**config.mk**
```make
export PLATFORM = sky130hd
export DESIGN_NAME = vram_blit_engine
export DESIGN_NICKNAME = d
export VERILOG_FILES = /design/src/rtl/vram_blit_engine.sv
export SDC_FILE = /design/constraint.sdc
export NUM_CORES = 1
export LEC_CHECK = 0
export ABC_AREA = 0
export CORE_MARGIN = 1.5
export CORE_UTILIZATION = 53
export DETAILED_ROUTE_END_ITERATION = 6
export GPL_TIMING_DRIVEN = 0
export PLACE_DENSITY = 0.86
export SLEW_MARGIN = 20
export SYNTH_ARGS = -nofsm -noshare
export SYNTH_HDL_FRONTEND = slang
export SYNTH_SLANG_ARGS = --single-unit
```
**constraint.sdc**
```tcl
create_clock -name CLK -period 4.95 [get_ports CLK]
set_input_delay 0.7425 -clock CLK [delete_from_list [all_inputs] [get_ports CLK]]
set_output_delay 0.7425 -clock CLK [all_outputs]
set_load 0.1 [all_outputs]
```
**src/rtl/vram_blit_engine.sv**
```systemverilog
// Avalon-MM block-move engine (FILL / ascending COPY) in front of the 600-word text VRAM.
// Optional completion interrupt: define VRAM_BLIT_IRQ_EN to add the IRQ port and the CTRL.IE bit.
module vram_blit_engine #(
  parameter int VRAM_WORDS = 600,
  parameter int AW         = 11
) (
  input  logic          CLK,
  input  logic          RESET,
  input  logic          AVL_READ,
  input  logic          AVL_WRITE,
  input  logic          AVL_CS,
  input  logic [2:0]    AVL_ADDR,
  input  logic [31:0]   AVL_WRITEDATA,
  output logic [31:0]   AVL_READDATA,
`ifdef VRAM_BLIT_IRQ_EN
  output logic          IRQ,
`endif
  output logic [AW-1:0] M_ADDR,
  output logic          M_READ,
  output logic          M_WRITE,
  output logic [31:0]   M_WRITEDATA,
  output logic [3:0]    M_BYTE_EN,
  input  logic          M_WAITREQUEST,
  input  logic [31:0]   M_READDATA
);

  localparam int CW = AW + 1;
  localparam int SW = AW + 2;
  localparam logic [SW-1:0] LIMIT = SW'(VRAM_WORDS);

  typedef enum logic [2:0] {
    S_IDLE = 3'd0,
    S_RD   = 3'd1,
    S_RLAT = 3'd2,
    S_WR   = 3'd3,
    S_FIN  = 3'd4
  } state_t;

  state_t         state_reg, state_next;
  logic [AW-1:0]  src_reg, dst_reg;
  logic [CW-1:0]  count_reg, idx_reg;
  logic [31:0]    fill_reg, data_reg, readdata_reg;
  logic           op_reg, done_reg, err_reg;

  logic           avl_wr, wr_ctrl, busy, start_go, start_bad, start_run, op_new;
  logic           wr_accept, last_word, ie_bit, m_req;
  logic [SW-1:0]  dst_end, src_end;
  logic [CW-1:0]  idx_plus1;
  logic [31:0]    rd_mux;

  assign avl_wr   = AVL_CS & AVL_WRITE;
  assign wr_ctrl  = avl_wr & (AVL_ADDR == 3'd0);
  assign op_new   = AVL_WRITEDATA[1];
  assign busy     = (state_reg == S_RD) | (state_reg == S_RLAT) | (state_reg == S_WR);
  assign start_go = wr_ctrl & AVL_WRITEDATA[0] & ~busy;

  // Bounds are checked 13 bits wide so an out-of-range request can never wrap into range
  assign dst_end   = {2'b00, dst_reg} + {1'b0, count_reg};
  assign src_end   = {2'b00, src_reg} + {1'b0, count_reg};
  assign start_bad = (dst_end > LIMIT) | (op_new & (src_end > LIMIT));
  assign start_run = start_go & ~start_bad & (count_reg != '0);

  assign idx_plus1 = idx_reg + 1'b1;
  assign last_word = (idx_plus1 == count_reg);
  assign wr_accept = (state_reg == S_WR) & ~M_WAITREQUEST;

  // FSM: state register
  always_ff @(posedge CLK) begin
    if (RESET) begin
      state_reg <= S_IDLE;
    end else begin
      state_reg <= state_next;
    end
  end

  // FSM: next-state logic; FIN accepts a new START just like IDLE
  always_comb begin
    state_next = state_reg;
    case (state_reg)
      S_IDLE, S_FIN: begin
        if (start_run) begin
          state_next = op_new ? S_RD : S_WR;
        end else begin
          state_next = S_IDLE;
        end
      end
      S_RD: begin
        if (!M_WAITREQUEST) begin
          state_next = S_RLAT;
        end
      end
      S_RLAT: begin
        state_next = S_WR;
      end
      S_WR: begin
        if (!M_WAITREQUEST) begin
          if (last_word) begin
            state_next = S_FIN;
          end else begin
            state_next = op_reg ? S_RD : S_WR;
          end
        end
      end
      default: begin
        state_next = S_IDLE;
      end
    endcase
  end

  // FSM: master-port outputs, all derived from registered state so they hold under stall
  always_comb begin
    M_READ      = 1'b0;
    M_WRITE     = 1'b0;
    M_ADDR      = '0;
    M_WRITEDATA = '0;
    case (state_reg)
      S_RD: begin
        M_READ = 1'b1;
        M_ADDR = src_reg + idx_reg[AW-1:0];
      end
      S_WR: begin
        M_WRITE     = 1'b1;
        M_ADDR      = dst_reg + idx_reg[AW-1:0];
        M_WRITEDATA = op_reg ? data_reg : fill_reg;
      end
      default: begin
      end
    endcase
  end

  assign m_req = M_READ | M_WRITE;

  generate
    for (genvar gi = 0; gi < 4; gi++) begin : g_byte_en
      assign M_BYTE_EN[gi] = m_req;
    end
  endgenerate

  // Datapath and control/status registers
  always_ff @(posedge CLK) begin
    if (RESET) begin
      src_reg   <= '0;
      dst_reg   <= '0;
      count_reg <= '0;
      fill_reg  <= '0;
      idx_reg   <= '0;
      data_reg  <= '0;
      op_reg    <= 1'b0;
      done_reg  <= 1'b0;
      err_reg   <= 1'b0;
    end else begin
      if (avl_wr && !busy) begin
        case (AVL_ADDR)
          3'd1:    src_reg   <= AVL_WRITEDATA[AW-1:0];
          3'd2:    dst_reg   <= AVL_WRITEDATA[AW-1:0];
          3'd3:    count_reg <= AVL_WRITEDATA[CW-1:0];
          3'd4:    fill_reg  <= AVL_WRITEDATA;
          default: begin
          end
        endcase
      end

      if (wr_ctrl && !busy) begin
        op_reg <= op_new;
      end

      if (start_run) begin
        idx_reg <= '0;
      end else if (wr_accept) begin
        idx_reg <= idx_plus1;
      end

      if (state_reg == S_RLAT) begin
        data_reg <= M_READDATA;
      end

      // Set conditions are written after the clear so they win in the same cycle
      if (wr_ctrl) begin
        done_reg <= 1'b0;
        err_reg  <= 1'b0;
      end
      if (start_go && start_bad) begin
        done_reg <= 1'b1;
        err_reg  <= 1'b1;
      end else if (start_go && (count_reg == '0)) begin
        done_reg <= 1'b1;
      end else if ((state_reg == S_FIN) && !start_go) begin
        done_reg <= 1'b1;
      end
    end
  end

`ifdef VRAM_BLIT_IRQ_EN
  logic ie_reg, irq_reg;

  always_ff @(posedge CLK) begin
    if (RESET) begin
      ie_reg  <= 1'b0;
      irq_reg <= 1'b0;
    end else begin
      if (wr_ctrl) begin
        ie_reg <= AVL_WRITEDATA[4];
      end
      irq_reg <= wr_ctrl ? 1'b0 : (done_reg & ie_reg);
    end
  end

  assign IRQ    = irq_reg;
  assign ie_bit = ie_reg;
`else
  assign ie_bit = 1'b0;
`endif

  always_comb begin
    rd_mux = '0;
    case (AVL_ADDR)
      3'd0: begin
        rd_mux[0] = busy;
        rd_mux[1] = op_reg;
        rd_mux[2] = done_reg;
        rd_mux[3] = err_reg;
        rd_mux[4] = ie_bit;
      end
      3'd1:    rd_mux[AW-1:0] = src_reg;
      3'd2:    rd_mux[AW-1:0] = dst_reg;
      3'd3:    rd_mux[CW-1:0] = count_reg;
      3'd4:    rd_mux         = fill_reg;
      default: rd_mux         = '0;
    endcase
  end

  always_ff @(posedge CLK) begin
    if (RESET) begin
      readdata_reg <= '0;
    end else if (AVL_CS && AVL_READ) begin
      readdata_reg <= rd_mux;
    end
  end

  assign AVL_READDATA = readdata_reg;

endmodule

```
# == Word-level counts from Yosys, hierarchy flattened ==
# Index checks and enable logic that the tools add are counted.
# totals
mem_bits_ro,0
latchBits,0
n_memories,0
mem_bits_rw,0
out_inout_bits,81
regBits,148
# classes
n_div,0
reduce_logical,21
mux,21
n_lt_le_gt_ge,2
n_shift,0
n_addsub,5
bitwise_logic,15
n_eq_ne,11
multipliers,0
# op_table
operator,count
$mux 32,2
$add 11x12->13,2
$gt 13x10->1 const B,2
$pmux 5 s5,1
$pmux 6 s4,1
$add 11x11->11,2
$pmux 11 s2,1
$mux 20,1
$add 12x1->12 const B,1
$eq 12x12->1,1
$eq 3x2->1 const B,4
$logic_not 12->1,1
$pmux 3 s4,1
$reduce_bool 12->1,1
$reduce_and 2->1,5
$mux 3,3
$and 1x1->1,8
$mux 1,7
$eq 3x1->1 const B,2
$eq 3x3->1 const B,2
$logic_and 1x1->1,6
$logic_not 3->1,2
$mux 2,3
$ne 2x2->1 const B,2
other kinds (7),14

# == Longest topological paths before layout ==
# Gate-level depths: netlist of run 1.
# logic_depth
word_depth,10
ltp_mapped,15
ltp_nobuf,14

# == Least setup slack after synthesis of run 1 ==
# Ideal clock, no wire load.
# synth_timing
path_kind,register to output
start,reg state_reg[0]
end,out M_ADDR[10]
stages_incl_launch_ff,15
path_slack_ns,-0.802
arrival_ns,5.009
path_cell_list,dfxtp_1 clkbuf_1 nand2b_1 inv_1 nand2_1 clkbuf_1 mux2_2 ha_1 nor2b_1 o21ai_0 a21oi_1 o21ai_0 a211oi_1 o21ai_0 nor3b_1
# synth_via
elab_chain_len,2
# synth_lines
item,line_no,text
start: declaration,39,"state_t state_reg, state_next;"
start signal: assignment,72,state_reg <= state_next;
$eq 3x2->1 / $eq 3x1->1 (equally long branches),116,case (state_reg)
$pmux 11 s2 (*),116,
end: declaration,18,"output logic [AW-1:0] M_ADDR,"
# Mark *: on every way between the ends. The rest lies on a longest branch, timed or not.

# == Worst setup path in the final report of run 1 ==
# layout_timing
start,reg state_reg[2]
end,out M_ADDR[10]
# Same word-level chain as after synthesis.

==> metrics.csv, run 1 <==
metric;value;unit
vdd_ir_drop_max;300;uV
wl_per_cell;19.2;um
fmax;0.214;GHz
synthFlopType;dfxtp_1;
cts_buffers;17;
multi_input_area;0.00507;mm^2
p_leak;3.94;nW
maxSlewViolCount;0;
avgSynthCellArea;7.96;um^2
antenna_found_initial;0;
synth_area;0.00837;mm^2
synth_seq_cells;148;
hold_class;register to register;
worstMarginPinSlew;1.04;ns
ys_seq_area_share;35.4;%
path_class;register to output port;
fin_area;0.0107;mm^2
via_count;8778;
netlist_instances;1051;
io-pin-count;154;
cts_tree;yes;
crit_path_end_kind;output port;
die_h;129;um
synth-edff-count;0;
synth_commonest_cells;199 x nand2_1, 148 x dfxtp_1, 116 x a21oi_1;
grt_pass1_vias;8324;
areaGrowthSynthToFinish;28.0;%
hpwl;20200;um
grt_overflow;0;
crit_buf_inv;3;
clockRootBuffer;clkbuf_16;
start_util;54.7;%
yosys.area.top_type;dfxtp_1;
wl;27700;um
max_slew_margin;30.7;%
htree_levels;4;
drive_gt1_share;6.89;%
final.min_clock_period;4.68;ns
drt_pass1_iterations;7;
clk_pin_slew;0.06;ns
async_flop_share;0;%
yosys_warnings;0;
ant_nets;0;
failed_checks;DRC;
coreArea;0.0153;mm^2
drc;8;
clk_path_buf_depth;2;
crit_fanout;10;
die_w;129;um
finalPower;3.33;mW
clock_sinks;148;
hold_viol;0;
die_area;0.0166;mm^2
drt_iter0_drc;813;
drv_cap;0;
grt_max_degree;17;
cp.required;4.21;ns
status;finished, violations left;
skew;0.00747;ns
place_area;0.0102;mm^2
synth_most_common_cell;nand2_1;
place.gp.congestion;1.01;
synthTopCellsByArea;dfxtp_1 35%, nand2_1 8.9%, mux2i_1 7.9%;
syn_nets;1160;
post_cts_buffers;0;
holdBufCountCts;0;
path_cells;nand2b_1, inv_1, nand2_2, buf_4, mux2_2, ha_1, nor2b_1, o21ai_0, a21oi_1, o21ai_1, a211oi_1, nor3_1, nor3b_2, buf_4;
rsz0062_at_grt;false;
clock_latency;0.43;ns
cp-start-kind;register;
crit_family;simple AND/OR/NAND/NOR gates;
final_nets;1329;
portBuffers;151;
grt_pass1_wl;42900;um
diodes;0;
nFillCells;1198;
vias_per_cell;6.08;
fin_crit_sh;94.5;%
p_per_area;311;mW/mm^2
synth_top_area_share;35.4;%
seq_area;0.00297;mm^2
arrival;3.94;ns
cp_common_cell;buf_4;
rows;45;
gr-usage-all-layers;33.3;%
cpPeakStageDelay;0.40;ns
ys_types;68;
setup_violations;0;
cp_slowest_cell;dfxtp_2;
[where the power goes]
| group | internal (mW) | total, mW | leakage, nW | switching (mW) |
|---|---|---|---|---|
| Sequential | 1.27 | 1.34 | 1.20 | 0.0633 |
| Combinational | 0.232 | 0.744 | 2.47 | 0.512 |
| Clock | 0.720 | 1.25 | 0.275 | 0.529 |
[through the flow]
step,hold slack (ns),utilization (%),worst slack [ns],instances,setup TNS (ns)
6_report,0.457,70.0,0.270,1444,0
5_1_grt,0.470,70.0,0.0490,1444,0
4_1_cts,0.457,70.0,0.0904,1445,0
3_5_place_dp,0.445,66.3,-0.787,1413,-3.63
3_3_place_gp,0.440,66.3,-0.656,1413,-2.95
2_1_floorplan,0.436,-,0.0221,1051,0
[cells in the final DEF, fill, tap and decap left out, drive strengths merged, types with 17 or more instances in the layout]
cell type      netlist  final
a211oi              19     19
a21oi              116    116
buf                 13     19
clkbuf              59     79
clkdlybuf4s50        0    144
dfxtp              148    148
ha                  33     33
inv                 15     17
mux2i               66     66
nand2              199    199
nand3               31     31
nor2                99     99
nor3                26     26
o21ai               23     23
xnor2               25     25
[cells by family (layout without fill, tap and decap cells)]
kind of cell | after synthesis | in the layout | synth area share [%]
AOI/OAI and AO/OA | 238 | 238 | 18.1
xor gates and xnor gates | 36 | 36 | 3.77
adders and majority gates | 36 | 36 | 5.65
buffers and inverters | 88 | 270 | 4.27
DFF | 148 | 148 | 35.4
muxes | 82 | 82 | 10.4
and+or+nand+nor | 423 | 423 | 22.3
[final timing paths]
path	start	endpoint	slack, ns	cells past startpoint
max	state_reg[2]$_SDFFE_PP0P_	M_ADDR[10]	0.27	14
min	AVL_READDATA[24]$_SDFFE_PP0P_	AVL_READDATA[24]$_SDFFE_PP0P_	0.46	2
max reg2reg	count_reg[0]$_SDFFE_PP0P_	err_reg$_SDFFE_PP0P_	1.38	10
min reg2reg	AVL_READDATA[24]$_SDFFE_PP0P_	AVL_READDATA[24]$_SDFFE_PP0P_	0.46	2
[final cells by class]
| cell class | instances | area share (%) |
|---|---|---|
| Tap cell | 211 | 2.46 |
| Buffer | 71 | 2.78 |
| Inverter | 16 | 0.560 |
| Clock inverter | 11 | 0.957 |
| Multi-Input combinational cell | 815 | 47.3 |
| Clock buffer | 21 | 4.30 |
| Sequential cell | 148 | 27.7 |
| Timing Repair Buffer | 151 | 13.9 |
[repair_timing]
action	CTS	global route
gates cloned	0	0
resized for setup	35	6
endpoints found under the setup margin	9	9
[per-layer routing]
layer  up-vias  wire length [um]  global-route usage, %
met2       522             12300                   51.9
met3       125              3060                   8.23
li1       4050                 -                      -
met5         -                33                      0
met4         2              1420                   18.4
met1      4079             10900                   42.3
[worst register-to-register path, cell delays in order (launching register included)]
cell and delay (ns):
dfxtp_1 0.56, ha_1 0.29, fa_1 0.42, or2_2 0.30, o32ai_1 0.14, nor4b_1 0.11
o21ai_0 0.21, o211ai_1 0.12, a22oi_1 0.71, buf_2 0.44, o211ai_1 0.14
Power figures use the tool's default switching activity.
==> run 2, diff against run 1 <==
Settings changed: CTS_CLUSTER_DIAMETER set to 60.
==> results of run 2 <==
Same layout as run 1: the final DEF is identical, and so are final timing and power.
==> run 3, diff against run 2 <==
Settings changed: CTS_CLUSTER_DIAMETER 60 to unset, CTS_CLUSTER_SIZE set to 24.
==> results of run 3 <==
Same layout as run 1: the final DEF is identical, and so are final timing and power.
